[config.mk]
export PLATFORM = sky130hd
export DESIGN_NAME = id_pipe_flat
export DESIGN_NICKNAME = d
export VERILOG_FILES = /design/src/rtl/id_pipe_if.sv /design/src/rtl/id_pipe.sv /design/src/flat_wrapper.sv
export SDC_FILE = /design/constraint.sdc
export NUM_CORES = 1
export LEC_CHECK = 0
export CAP_MARGIN = 20
export CORE_AREA = 2 2 155 157
export DETAILED_ROUTE_END_ITERATION = 8
export DIE_AREA = 0 0 157 159
export PLACE_DENSITY = 0.76
export SYNTH_ARGS = -nofsm -noshare
export SYNTH_HDL_FRONTEND = slang
export SYNTH_SLANG_ARGS = --single-unit
[constraint.sdc]
create_clock -name clk -period 2.3 [get_ports clk]
set_input_delay 0.345 -clock clk [delete_from_list [all_inputs] [get_ports clk]]
set_output_delay 0.345 -clock clk [all_outputs]
set_load 0.05 [all_outputs]
[src/rtl/id_pipe_if.sv]
// Handshake bundle for the ID stage: the upstream instruction channel and the
// registered ID/EX channel. Signal names match the original flat port list.
interface id_pipe_if #(
  parameter int DATA_W = 32,
  parameter int REG_AW = 5
);
  logic              in_valid_i;
  logic              in_ready_o;
  logic [31:0]       pc_i;
  logic [31:0]       inst_i;

  logic              out_valid_o;
  logic              out_ready_i;
  logic [7:0]        aluop_o;
  logic [2:0]        alusel_o;
  logic [DATA_W-1:0] reg1_o;
  logic [DATA_W-1:0] reg2_o;
  logic [REG_AW-1:0] wd_o;
  logic              wreg_o;
  logic [31:0]       pc_o;
  logic              invalid_inst_o;

  // Environment side: feeds instructions and consumes the ID/EX register.
  modport master (
    output in_valid_i, pc_i, inst_i, out_ready_i,
    input  in_ready_o, out_valid_o, aluop_o, alusel_o, reg1_o, reg2_o,
    input  wd_o, wreg_o, pc_o, invalid_inst_o
  );

  // Stage side.
  modport slave (
    input  in_valid_i, pc_i, inst_i, out_ready_i,
    output in_ready_o, out_valid_o, aluop_o, alusel_o, reg1_o, reg2_o,
    output wd_o, wreg_o, pc_o, invalid_inst_o
  );
endinterface

[src/rtl/id_pipe.sv]
// Registered OpenMIPS decode stage: logic/shift decode, EX/MEM forwarding,
// load-use bubble insertion and a valid/ready-held ID/EX register.
module id_pipe #(
  parameter int DATA_W = 32,
  parameter int REG_AW = 5,
  parameter int CNT_W  = 16
) (
  input  logic              clk,
  input  logic              rst,
  id_pipe_if.slave          bus,

  output logic              reg1_read_o,
  output logic              reg2_read_o,
  output logic [REG_AW-1:0] reg1_addr_o,
  output logic [REG_AW-1:0] reg2_addr_o,
  input  logic [DATA_W-1:0] reg1_data_i,
  input  logic [DATA_W-1:0] reg2_data_i,

  input  logic              ex_wreg_i,
  input  logic              ex_is_load_i,
  input  logic [REG_AW-1:0] ex_wd_i,
  input  logic [DATA_W-1:0] ex_wdata_i,
  input  logic              mem_wreg_i,
  input  logic [REG_AW-1:0] mem_wd_i,
  input  logic [DATA_W-1:0] mem_wdata_i,

  output logic [CNT_W-1:0]  stall_cnt_o
);

  localparam logic [5:0] OP_SPECIAL = 6'b000000;
  localparam logic [5:0] OP_ANDI    = 6'b001100;
  localparam logic [5:0] OP_ORI     = 6'b001101;
  localparam logic [5:0] OP_XORI    = 6'b001110;
  localparam logic [5:0] OP_LUI     = 6'b001111;

  localparam logic [5:0] FN_SLL = 6'b000000;
  localparam logic [5:0] FN_SRL = 6'b000010;
  localparam logic [5:0] FN_SRA = 6'b000011;
  localparam logic [5:0] FN_AND = 6'b100100;
  localparam logic [5:0] FN_OR  = 6'b100101;
  localparam logic [5:0] FN_XOR = 6'b100110;
  localparam logic [5:0] FN_NOR = 6'b100111;

  localparam logic [7:0] ALU_AND = 8'h24;
  localparam logic [7:0] ALU_OR  = 8'h25;
  localparam logic [7:0] ALU_XOR = 8'h26;
  localparam logic [7:0] ALU_NOR = 8'h27;
  localparam logic [7:0] ALU_SLL = 8'h7C;
  localparam logic [7:0] ALU_SRL = 8'h02;
  localparam logic [7:0] ALU_SRA = 8'h03;

  localparam logic [2:0] SEL_NOP   = 3'b000;
  localparam logic [2:0] SEL_LOGIC = 3'b001;
  localparam logic [2:0] SEL_SHIFT = 3'b010;

  typedef enum logic {
    S_EMPTY,
    S_FULL
  } state_t;

  state_t state_q, state_d;

  logic [5:0]  op, funct;
  logic [4:0]  rs, rt, rd, shamt;
  logic [15:0] imm;

  assign op    = bus.inst_i[31:26];
  assign rs    = bus.inst_i[25:21];
  assign rt    = bus.inst_i[20:16];
  assign rd    = bus.inst_i[15:11];
  assign shamt = bus.inst_i[10:6];
  assign funct = bus.inst_i[5:0];
  assign imm   = bus.inst_i[15:0];

  logic [7:0]        dec_aluop;
  logic [2:0]        dec_alusel;
  logic              dec_re1, dec_re2;
  logic [REG_AW-1:0] dec_wd;
  logic              dec_wreg;
  logic [DATA_W-1:0] dec_imm1, dec_imm2;
  logic              dec_invalid;

  always_comb begin
    dec_aluop   = '0;
    dec_alusel  = SEL_NOP;
    dec_re1     = 1'b0;
    dec_re2     = 1'b0;
    dec_wd      = '0;
    dec_imm1    = '0;
    dec_imm2    = '0;
    dec_invalid = 1'b1;
    case (op)
      OP_ORI, OP_ANDI, OP_XORI: begin
        dec_alusel  = SEL_LOGIC;
        dec_re1     = 1'b1;
        dec_imm2    = DATA_W'(imm);
        dec_wd      = REG_AW'(rt);
        dec_invalid = 1'b0;
        case (op)
          OP_ANDI: dec_aluop = ALU_AND;
          OP_XORI: dec_aluop = ALU_XOR;
          default: dec_aluop = ALU_OR;
        endcase
      end
      OP_LUI: begin
        dec_aluop   = ALU_OR;
        dec_alusel  = SEL_LOGIC;
        dec_re1     = 1'b1;
        dec_imm2    = DATA_W'({imm, 16'h0000});
        dec_wd      = REG_AW'(rt);
        dec_invalid = 1'b0;
      end
      OP_SPECIAL: begin
        case (funct)
          FN_AND, FN_OR, FN_XOR, FN_NOR: begin
            dec_alusel  = SEL_LOGIC;
            dec_re1     = 1'b1;
            dec_re2     = 1'b1;
            dec_wd      = REG_AW'(rd);
            dec_invalid = 1'b0;
            case (funct)
              FN_AND:  dec_aluop = ALU_AND;
              FN_OR:   dec_aluop = ALU_OR;
              FN_XOR:  dec_aluop = ALU_XOR;
              default: dec_aluop = ALU_NOR;
            endcase
          end
          FN_SLL, FN_SRL, FN_SRA: begin
            // Shifts take the shift amount on port 1 and only read rt.
            dec_alusel  = SEL_SHIFT;
            dec_re2     = 1'b1;
            dec_imm1    = DATA_W'(shamt);
            dec_wd      = REG_AW'(rd);
            dec_invalid = 1'b0;
            case (funct)
              FN_SLL:  dec_aluop = ALU_SLL;
              FN_SRL:  dec_aluop = ALU_SRL;
              default: dec_aluop = ALU_SRA;
            endcase
          end
          default: ;
        endcase
      end
      default: ;
    endcase
  end

  assign dec_wreg = ~dec_invalid & (dec_wd != '0);

  logic [REG_AW-1:0] addr1, addr2;
  assign addr1 = REG_AW'(rs);
  assign addr2 = REG_AW'(rt);

  assign reg1_read_o = ~rst & dec_re1;
  assign reg2_read_o = ~rst & dec_re2;
  assign reg1_addr_o = rst ? '0 : addr1;
  assign reg2_addr_o = rst ? '0 : addr2;

  function automatic logic [DATA_W-1:0] resolve(
    input logic [REG_AW-1:0] addr,
    input logic [DATA_W-1:0] rf_data,
    input logic              ex_wreg,
    input logic              ex_load,
    input logic [REG_AW-1:0] ex_wd,
    input logic [DATA_W-1:0] ex_wdata,
    input logic              mem_wreg,
    input logic [REG_AW-1:0] mem_wd,
    input logic [DATA_W-1:0] mem_wdata
  );
    if (addr == '0)
      return '0;
    else if (ex_wreg && !ex_load && ex_wd == addr)
      return ex_wdata;
    else if (mem_wreg && mem_wd == addr)
      return mem_wdata;
    else
      return rf_data;
  endfunction

  logic [DATA_W-1:0] opnd1, opnd2;

  always_comb begin
    opnd1 = dec_imm1;
    opnd2 = dec_imm2;
    if (dec_re1)
      opnd1 = resolve(addr1, reg1_data_i, ex_wreg_i, ex_is_load_i, ex_wd_i,
                      ex_wdata_i, mem_wreg_i, mem_wd_i, mem_wdata_i);
    if (dec_re2)
      opnd2 = resolve(addr2, reg2_data_i, ex_wreg_i, ex_is_load_i, ex_wd_i,
                      ex_wdata_i, mem_wreg_i, mem_wd_i, mem_wdata_i);
  end

  logic hazard, load, capture;

  // A load in EX cannot be forwarded; hold the consumer until it reaches MEM.
  assign hazard = bus.in_valid_i & ex_is_load_i & ex_wreg_i & (ex_wd_i != '0) &
                  ((dec_re1 & (addr1 == ex_wd_i)) | (dec_re2 & (addr2 == ex_wd_i)));
  assign load    = bus.out_ready_i | (state_q == S_EMPTY);
  assign capture = load & bus.in_valid_i & ~hazard;
  assign bus.in_ready_o = ~rst & load & ~hazard;

  always_comb begin
    state_d = state_q;
    if (load)
      state_d = capture ? S_FULL : S_EMPTY;
  end

  always_ff @(posedge clk) begin
    if (rst) state_q <= S_EMPTY;
    else     state_q <= state_d;
  end

  logic [7:0]        aluop_q;
  logic [2:0]        alusel_q;
  logic [DATA_W-1:0] reg1_q, reg2_q;
  logic [REG_AW-1:0] wd_q;
  logic              wreg_q;
  logic [31:0]       pc_q;
  logic              invalid_q;
  logic [CNT_W-1:0]  stall_q;

  always_ff @(posedge clk) begin
    if (rst || (load && !capture)) begin
      aluop_q   <= '0;
      alusel_q  <= '0;
      reg1_q    <= '0;
      reg2_q    <= '0;
      wd_q      <= '0;
      wreg_q    <= 1'b0;
      pc_q      <= '0;
      invalid_q <= 1'b0;
    end else if (capture) begin
      aluop_q   <= dec_aluop;
      alusel_q  <= dec_alusel;
      reg1_q    <= opnd1;
      reg2_q    <= opnd2;
      wd_q      <= dec_wd;
      wreg_q    <= dec_wreg;
      pc_q      <= bus.pc_i;
      invalid_q <= dec_invalid;
    end
  end

  always_ff @(posedge clk) begin
    if (rst)
      stall_q <= '0;
    else if (hazard && load && stall_q != '1)
      stall_q <= stall_q + CNT_W'(1);
  end

  assign bus.out_valid_o    = (state_q == S_FULL);
  assign bus.aluop_o        = aluop_q;
  assign bus.alusel_o       = alusel_q;
  assign bus.reg1_o         = reg1_q;
  assign bus.reg2_o         = reg2_q;
  assign bus.wd_o           = wd_q;
  assign bus.wreg_o         = wreg_q;
  assign bus.pc_o           = pc_q;
  assign bus.invalid_inst_o = invalid_q;
  assign stall_cnt_o        = stall_q;

endmodule
[src/flat_wrapper.sv]
// flat-port wrapper written by rule: the top's interface ports become plain ports
module id_pipe_flat 
#(
  parameter int DATA_W = 32,
  parameter int REG_AW = 5,
  parameter int CNT_W  = 16
)
  (clk, rst, reg1_read_o, reg2_read_o, reg1_addr_o, reg2_addr_o, reg1_data_i, reg2_data_i, ex_wreg_i, ex_is_load_i, ex_wd_i, ex_wdata_i, mem_wreg_i, mem_wd_i, mem_wdata_i, stall_cnt_o, bus_in_valid_i, bus_pc_i, bus_inst_i, bus_out_ready_i, bus_in_ready_o, bus_out_valid_o, bus_aluop_o, bus_alusel_o, bus_reg1_o, bus_reg2_o, bus_wd_o, bus_wreg_o, bus_pc_o, bus_invalid_inst_o);
  id_pipe_if #(.DATA_W(DATA_W), .REG_AW(REG_AW)) bus_i ();
  input  logic clk;
  input  logic rst;
  output logic reg1_read_o;
  output logic reg2_read_o;
  output logic [REG_AW-1:0] reg1_addr_o;
  output logic [REG_AW-1:0] reg2_addr_o;
  input  logic [DATA_W-1:0] reg1_data_i;
  input  logic [DATA_W-1:0] reg2_data_i;
  input  logic ex_wreg_i;
  input  logic ex_is_load_i;
  input  logic [REG_AW-1:0] ex_wd_i;
  input  logic [DATA_W-1:0] ex_wdata_i;
  input  logic mem_wreg_i;
  input  logic [REG_AW-1:0] mem_wd_i;
  input  logic [DATA_W-1:0] mem_wdata_i;
  output logic [CNT_W-1:0] stall_cnt_o;
  input wire logic [$bits(bus_i.in_valid_i)-1:0] bus_in_valid_i;
  input wire logic [$bits(bus_i.pc_i)-1:0] bus_pc_i;
  input wire logic [$bits(bus_i.inst_i)-1:0] bus_inst_i;
  input wire logic [$bits(bus_i.out_ready_i)-1:0] bus_out_ready_i;
  output wire logic [$bits(bus_i.in_ready_o)-1:0] bus_in_ready_o;
  output wire logic [$bits(bus_i.out_valid_o)-1:0] bus_out_valid_o;
  output wire logic [$bits(bus_i.aluop_o)-1:0] bus_aluop_o;
  output wire logic [$bits(bus_i.alusel_o)-1:0] bus_alusel_o;
  output wire logic [$bits(bus_i.reg1_o)-1:0] bus_reg1_o;
  output wire logic [$bits(bus_i.reg2_o)-1:0] bus_reg2_o;
  output wire logic [$bits(bus_i.wd_o)-1:0] bus_wd_o;
  output wire logic [$bits(bus_i.wreg_o)-1:0] bus_wreg_o;
  output wire logic [$bits(bus_i.pc_o)-1:0] bus_pc_o;
  output wire logic [$bits(bus_i.invalid_inst_o)-1:0] bus_invalid_inst_o;
  assign bus_i.in_valid_i = bus_in_valid_i;
  assign bus_i.pc_i = bus_pc_i;
  assign bus_i.inst_i = bus_inst_i;
  assign bus_i.out_ready_i = bus_out_ready_i;
  assign bus_in_ready_o = bus_i.in_ready_o;
  assign bus_out_valid_o = bus_i.out_valid_o;
  assign bus_aluop_o = bus_i.aluop_o;
  assign bus_alusel_o = bus_i.alusel_o;
  assign bus_reg1_o = bus_i.reg1_o;
  assign bus_reg2_o = bus_i.reg2_o;
  assign bus_wd_o = bus_i.wd_o;
  assign bus_wreg_o = bus_i.wreg_o;
  assign bus_pc_o = bus_i.pc_o;
  assign bus_invalid_inst_o = bus_i.invalid_inst_o;
  id_pipe #(.DATA_W(DATA_W), .REG_AW(REG_AW), .CNT_W(CNT_W)) u_core (.clk(clk), .rst(rst), .bus(bus_i), .reg1_read_o(reg1_read_o), .reg2_read_o(reg2_read_o), .reg1_addr_o(reg1_addr_o), .reg2_addr_o(reg2_addr_o), .reg1_data_i(reg1_data_i), .reg2_data_i(reg2_data_i), .ex_wreg_i(ex_wreg_i), .ex_is_load_i(ex_is_load_i), .ex_wd_i(ex_wd_i), .ex_wdata_i(ex_wdata_i), .mem_wreg_i(mem_wreg_i), .mem_wd_i(mem_wd_i), .mem_wdata_i(mem_wdata_i), .stall_cnt_o(stall_cnt_o));
endmodule
After elaboration in Yosys (flattened, before gate mapping). Cells that the tools add are included.

Register bits after elaboration: 131. Bits of input ports: 209. Output and inout bits: 144. Logic and storage cells: 98.

Add/subtract/negate cells: 1. Eq/ne operators: 17. Muxes and demuxes: 29. Bitwise logic cells: 19. Reductions and logical operators: 22.

Operators with widths (number): $mux W32 (9); $pmux W32 S2 (1); $eq A5 B5 Y1 (6); $eq A6 B4 Y1 const B (4); $eq A6 B6 Y1 const B (4); $pmux W8 S3 (1); $mux W5 (4); $add A16 B1 Y16 const B (1); $ne A16 B16 Y1 const B (1); $pmux W8 S2 (1); $pmux W7 S2 (1); $and A1 B1 Y1 (13); $eq A6 B2 Y1 const B (2); $logic_not A6 Y1 (2); $logic_not A5 Y1 (2); $pmux W5 S2 (1); $reduce_bool A5 Y1 (2); $logic_and A1 B1 Y1 (8); $pmux W2 S2 (2); $reduce_or A4 Y1 (2); $reduce_or A7 Y1 (1); $pmux W2 S3 (1); $pmux W3 S2 (1); $reduce_or A3 Y1 (2); other kinds (6) (16).

Logic depth before layout (Yosys ltp). Gate-level depths: netlist of the first run.

Word-level depth: 12. Gate-level depth with buffers: 9. Mapped depth without buffers: 7.

Least setup slack after synthesis of the first run. OpenSTA, ideal clock, no wires.

Path kind: input -> output. From: in bus_inst_i[28]. To: out bus_in_ready_o. Data arrival time: 2.557 ns. Data required time: 1.955 ns. Slack: -0.602 ns. Cell stages on the path: 8. Buffers on the path: 3. Cell sequence: nor4bb_1 buf_2 a31oi_2 nor3_4 o21a_1 buf_6 buf_2 nor3_1.

Cells in the longest elaborated chain, start to end: 8.

RTL lines: start, declared (line flat_wrapper.sv:28) `input wire logic [$bits(bus_i.inst_i)-1:0] bus_inst_i;`; $eq A6 B4 Y1 (line id_pipe.sv:92) `case (op)`; $reduce_or A4 Y1 (no line); $pmux W1 S2 (line id_pipe.sv:92); $and A1 B1 Y1 (line id_pipe.sv:197) `((dec_re1 & (addr1 == ex_wd_i)) | (dec_re2 & (addr2 == ex_wd_i)));`; $or A1 B1 Y1 (*) (line id_pipe.sv:197); $and A1 B1 Y1 (*) (line id_pipe.sv:196) `assign hazard = bus.in_valid_i & ex_is_load_i & ex_wreg_i & (ex_wd_i != '0) &`; $not A1 Y1 (*) (line id_pipe.sv:200) `assign bus.in_ready_o = ~rst & load & ~hazard;`; $and A1 B1 Y1 (*) (line id_pipe.sv:200); end, declared (line flat_wrapper.sv:30) `output wire logic [$bits(bus_i.in_ready_o)-1:0] bus_in_ready_o;`.

Mark *: on every way between the ends. The rest lies on a longest branch, timed or not.

Worst setup path after layout of the first run.
From: in bus_inst_i[19]. To: out bus_in_ready_o.

Cells in the longest elaborated chain, start to end: 6.

RTL lines (line): $eq A5 B5 Y1 (id_pipe.sv:197); $and A1 B1 Y1 (id_pipe.sv:197); $or A1 B1 Y1 (id_pipe.sv:197); $and A1 B1 Y1 (id_pipe.sv:196); $not A1 Y1 (id_pipe.sv:200); $and A1 B1 Y1 (id_pipe.sv:200).

No other way between the ends.

==> impl_metrics.yaml, run 1 <==
pwr:
  p_leak_uw: 0.004695
  vdd_drop_max_uv: 428.6
  power_density_nw_per_um2: 529.2
placement:
  dpl.hpwl_um: 28710
  port_buffers: 350
  detailedPlace.worstSlack_ns: -0.5481
  globalplace.congestion: 0.9250
job:
  drv_cap: 0
yosys:
  synth-adder-area-share: 0.001754
  synth_top_family_by_area: "compound AO/OA/AOI/OAI gates"
  async_flop_share: 0
  synthesis.area_um2: 7134
  synthSimpleGateAreaFrac: 0.1899
  synthFlopType: "dfxtp_1"
  avgSynthCellArea_um2: 8.335
  synth_compound_area_frac: 0.3629
  yosysSeqAreaShare: 0.3536
  yosysWarnings: 0
  muxShareOfSynthArea: 0.001403
  synth-edff-count: 0
  synthXorXnorAreaFrac: 0.02578
  ys_seq_elements: 126
  synth_cell_types: 54
  synthCells: 856
route:
  routed_wl_um: 36480
  num_vias: 8983
  first_pass_iters: 5
  routedWlPerCell_um: 23.08
  drt-vias-per-instance: 5.682
  drt_iter0_markers: 855
  drc: 0
  ant_nets: 0
floorplan:
  floorplan.initialDensity: 0.3076
  core-area_um2: 23190
  dieArea_um2: 24960
  chipHeight_um: 159
  die-width_um: 157
  rows: 56
  ios: 353
critical_path:
  r2r-start: "u_core.stall_cnt_o[6]"
  worstPathArrival_ns: 1.92
  end_kind: "output pin"
  worstPathMaxFanout: 2
  r2r_cells: 8
  required_ns: 1.96
  critPathKind: "in -> out"
  r2r_setup_slack_ns: 0.32
  r2r-end: "u_core.stall_cnt_o[1]"
  critPathLaunchType: "primary input"
sta:
  hold_violations: 0
  fmax_ghz: 0.4417
  fin_crit_sh: 0.9843
  setup_viol: 0
  drv_slew: 0
  post-route-min-period_ns: 2.264
  skew_ns: 0.009036
  setup_slack_ns: 0.03603
  worstMarginPinSlew_ns: 0.5990
  grt_setup_unrepaired: "true"
  maxSlewHeadroom: 0.5994
hold_path:
  hold_depth: 2
  min_from: "u_core.bus.reg1_o[19]"
  hold_path_class: "reg -> reg"
  min_to: "u_core.bus.reg1_o[19]"
global_routing:
  grt_max_degree: 68
  grt_overflow: 0
  antenna_found_initial: 1
  grt_pass1_wl_um: 53020
  track_usage: 0.2821
  grt_pass1_vias: 8796
cts:
  cts.reportedPaths.clkPinSlew_ns: 0.06
  cts.sinks: 126
  tritoncts: "built"
  cts_max_level: 4
  clockRootBuffer: "clkbuf_16"
  cts_buffer_depth: 2
  clk_latency_ns: 0.42
  cts-buffers-inserted: 17
layout:
  seqCellArea_um2: 2532
  fin_util: 0.5434
  layout-drive-gt1-share: 0.1872
  nets: 1458
  fill_cells: 2125
  synthToLayoutAreaGrowth_pct: 76.66
  multi_input_area_um2: 4277
run_status:
  status: "finished, final reports clean"
synth_stat cells (2+ instances only):
cell type | number | area (um^2)
o21ai_1 | 2 | 10.01
nand2_1 | 17 | 63.81
xor2_1 | 12 | 105.1
dfxtp_1 | 126 | 2522
or4_1 | 32 | 240.2
buf_2 | 18 | 90.09
a211oi_1 | 64 | 480.5
o211ai_1 | 3 | 22.52
o31ai_1 | 3 | 22.52
o21ai_0 | 109 | 545.5
a31oi_1 | 2 | 12.51
nor4_2 | 2 | 25.02
nand2b_1 | 3 | 18.77
nand3_1 | 18 | 90.09
inv_1 | 3 | 11.26
or3_1 | 11 | 68.82
a221oi_1 | 35 | 306.5
nor2_1 | 44 | 165.2
buf_4 | 5 | 37.54
buf_6 | 5 | 56.30
nor3_1 | 12 | 60.06
and3_1 | 61 | 381.6
and2_1 | 9 | 56.30
nor2b_1 | 14 | 87.58
a21oi_1 | 62 | 310.3
buf_1 | 2 | 7.510
a22o_1 | 6 | 52.55
nand4_1 | 5 | 31.28
a2bb2oi_1 | 38 | 332.8
clkbuf_1 | 67 | 251.5
o221a_2 | 34 | 382.9
o21a_1 | 2 | 15.01
xnor2_1 | 9 | 78.83
area by class of cell:
type,count,share of cell area
tap,319,0.03167
sequential,126,0.2009
clock buffer,21,0.03733
timing repair buffer,469,0.3808
inverter,4,0.001191
clock inverter,11,0.008538
antenna,1,0.0001986
multi-input combinational,630,0.3393
registers in the layout (all words and copies together), names as in the netlist:
signal / cells
u_core.bus.aluop_o: 4
u_core.bus.wd_o: 5
u_core.bus.out_valid_o: 1
u_core.bus.alusel_o: 2
u_core.bus.reg2_o: 32
u_core.bus.invalid_inst_o: 1
u_core.stall_cnt_o: 16
u_core.bus.wreg_o: 1
u_core.bus.pc_o: 32
u_core.bus.reg1_o: 32
worst max-delay path by stage:
stage	startpoint	endpoint
floorplan	u_core.stall_cnt_o[9]	u_core.stall_cnt_o[1]
global placement	bus_inst_i[4]	u_core.bus.reg1_o[14]
global route	bus_inst_i[28]	bus_in_ready_o
finish	bus_inst_i[19]	bus_in_ready_o
CTS	bus_inst_i[19]	bus_in_ready_o
detailed placement	bus_inst_i[4]	u_core.bus.reg1_o[13]
placed cells by master, fill, tap and decap left out, types with 4 or more instances in the layout:
master and instances:
a221oi_1 34, nor2_2 4, buf_4 95, a211oi_1 64, nand4_1 5, nand3_1 18, clkbuf_16 17, a2bb2oi_1 38
and3_1 61, dfxtp_1 118, xor2_1 11, clkdlybuf4s50_1 311, nor2_1 41, dfxtp_2 8, a21oi_1 62, nor2b_1 12
or3_1 11, and2_1 6, nor3_2 4, o221a_2 34, o21ai_0 109, xnor2_1 9, a22o_1 6, or4_1 32
nand2_1 16, buf_12 36, dlygate4sd2_1 21, nor3_1 7
power breakdown:
part / total (uW) / leakage (uW) / internal, uW / switching, uW
sequential: 2310 / 0.00103 / 2260 / 49.3
combinational: 1700 / 0.00338 / 791 / 907
clock: 2660 / 0.000280 / 1590 / 1070
cell families (layout without fill, tap and decap cells):
kind of cell / after synthesis / in the layout
AO/OA/AOI/OAI: 370 / 370
XOR/XNOR: 21 / 21
adder cells (fa/ha/maj): 1 / 1
buffers and inverters: 101 / 505
flip-flops: 126 / 126
multiplexers: 1 / 1
other: 1 / 3
AND/OR/NAND/NOR: 235 / 235
per-layer routing:
metal / wire length, um / GRT usage / share of wire / vias up
met5: 0 / 0 / 0 / -
met4: 1841 / 0.1414 / 0.050 / 0
met3: 3431 / 0.06451 / 0.094 / 87
met2: 17490 / 0.4741 / 0.48 / 571
met1: 13720 / 0.3354 / 0.38 / 4203
li1: - / - / - / 4122
worst max-delay path: stages:
cell,delay [ns]
dlygate4sd2_1,0.28
xor2_2,0.23
nor3_2,0.07
buf_4,0.14
and4_4,0.19
o21a_4,0.19
buf_4,0.14
nor3_4,0.13
buf_6,0.19
what timing repair did:
action / CTS / global route
hold buffers: 0 / 0
pin swaps: 9 / 7
resized for setup: 41 / 7
endpoints found under the hold margin: 0 / 0
setup buffers: 6 / 0
endpoints found under the setup margin: 98 / 15
stage by stage:
stage	area, um^2	instances	hold WS, ns	total power (uW)	setup TNS, ns
5_1_grt	12600	1581	0.4999	6891	-0.01730
6_report	12600	1581	0.4739	6669	0
4_1_cts	12580	1580	0.4741	6693	0
3_5_place_dp	11920	1542	0.4675	4045	-59.97
2_1_floorplan	7162	857	0.5085	3092	0
3_3_place_gp	11920	1542	0.4635	4034	-61.38
(Power assumes the default switching activity.)
==> run 2, diff against run 1 <==
Settings changed: PLACE_DENSITY 0.76 to not set, PLACE_DENSITY_LB_ADDON set to 0.12.
==> impl_metrics.yaml, run 2 (synthesized netlist as in run 1, its figures left out) <==
cts:
  cts.reportedPaths.clkPinSlew_ns: 0.06
  cts_hold_buf: 0
  cts_buffer_depth: 2
  clk_latency_ns: 0.43
  cts.sinks: 126
  tritoncts: "built"
  clockRootBuffer: "clkbuf_16"
  cts-buffers-inserted: 17
  cts_max_level: 4
sta:
  skew_ns: 0.01118
  post-route-min-period_ns: 2.267
  hold_violations: 0
  fmax_ghz: 0.4412
  worstMarginPinSlew_ns: 0.5566
  drv_slew: 0
  setup_slack_ns: 0.03347
  fin_crit_sh: 0.9854
  setup_viol: 0
  maxSlewHeadroom: 0.6278
critical_path:
  end_kind: "output pin"
  critPathBufInv: 6
  worstPathArrival_ns: 1.92
  critPathKind: "in -> out"
  max_stage_delay_ns: 0.29
  path_cells: "dlygate4sd2_1, buf_6, nor4_4, buf_4, a31oi_4, buf_4, buf_4, nor2_2, buf_12"
  worstPathMaxFanout: 2
  critPathSlowestCell: "nor4_4"
  required_ns: 1.96
  critPathLaunchType: "primary input"
  critPathMostFrequentCell: "buf_4"
  critical-path-top-delay-family: "buffers and inverters"
global_routing:
  grt_pass1_vias: 8426
  track_usage: 0.2801
  grt_pass1_wl_um: 52310
  antenna_found_initial: 3
  grt_overflow: 0
  grt_max_degree: 54
pwr:
  power_density_nw_per_um2: 533.7
  p_leak_uw: 0.004781
  vdd_drop_max_uv: 405.2
placement:
  port_buffers: 350
  dpl.hpwl_um: 28440
  globalplace.congestion: 0.9680
  detailedPlace.worstSlack_ns: -0.5609
  dpl.cell_count: 1549
route:
  routed_wl_um: 36520
  drt_iter0_markers: 622
  first_pass_iters: 5
  routedWlPerCell_um: 22.95
  drt-vias-per-instance: 5.474
  ant_nets: 0
  drc: 0
  num_vias: 8709
layout:
  multi_input_area_um2: 4329
  synthToLayoutAreaGrowth_pct: 79.29
  fill_cells: 2114
  layout-drive-gt1-share: 0.1951
  layout.cells.non_filler: 1591
  nets: 1469
  layout_common_cells: "clkdlybuf4s50_1, dfxtp_1, o21ai_0, buf_4, a211oi_1"
  seqCellArea_um2: 2532
  layout_commonest_cell: "clkdlybuf4s50_1"
floorplan:
  chipHeight_um: 159
  core-area_um2: 23190
  ios: 353
  floorplan.initialDensity: 0.3076
  die-width_um: 157
  rows: 56
  dieArea_um2: 24960
hold_path:
  hold_path_class: "reg -> reg"
job:
  drv_cap: 0
run_status:
  status: "finished, final reports clean"
[run 2: final cells by class]
class                   count  share of cell area
flip-flops and latches    126              0.1980
repair buffers            480              0.3844
diodes                      1           0.0001956
clock inverters            13             0.01301
well taps                 319             0.03120
multi-input cells         630              0.3385
clock buffers              18             0.03355
inverters                   4            0.001174
[run 2: worst register-to-register path, cell delays in order (launching register included)]
cell	delay, ns
dfxtp_2	0.34
ha_1	0.24
nand3_1	0.15
o31a_1	0.17
o211ai_1	0.10
buf_4	0.20
buf_6	0.13
or3_1	0.33
a21oi_1	0.15
[run 2: final timing paths]
kind,from,endpoint,slack (ns),cells past startpoint
worst max-delay path,bus_inst_i[4],reg1_read_o,0.03,9
worst min-delay path,u_core.bus.reg1_o[12],u_core.bus.reg1_o[12],0.48,2
worst max register to register,u_core.stall_cnt_o[0],u_core.stall_cnt_o[4],0.38,8
worst min register to register,u_core.bus.reg1_o[12],u_core.bus.reg1_o[12],0.48,2
[run 2: where the power goes]
| group | internal (uW) | total [uW] | switching (uW) |
|---|---|---|---|
| Clock | 1710 | 2810 | 1100 |
| Sequential | 2260 | 2310 | 47.9 |
| Combinational | 802 | 1710 | 905 |
[run 2: per-layer routing]
layer	vias up	share of wire	GRT usage
li1	4137	-	-
met1	4120	0.39	0.3286
met2	396	0.49	0.4874
met3	54	0.080	0.06805
met4	2	0.032	0.1101
met5	-	0.00036	0
[run 2: timing repair]
item / 4_1_cts / 5_1_grt
setup endpoints to repair: 120 / 53
gates cloned: 0 / 1
hold endpoints to repair: 0 / 0
resized for setup: 38 / 14
pin swaps: 8 / 8
buffers inserted: 7 / 4
[run 2: stage by stage]
stage / power, uW / hold slack (ns) / utilization / setup TNS (ns) / area [um^2]
after global routing: 7042 / 0.5115 / 0.5515 / -0.06567 / 12790
final: 6826 / 0.4765 / 0.5515 / 0 / 12790
after floorplan: 3092 / 0.5085 / - / 0 / 7162
after global placement: 4030 / 0.4616 / 0.5168 / -54.62 / 11990
after detailed placement: 4034 / 0.4693 / 0.5168 / -60.78 / 11990
after CTS: 6831 / 0.4774 / 0.5463 / 0 / 12670
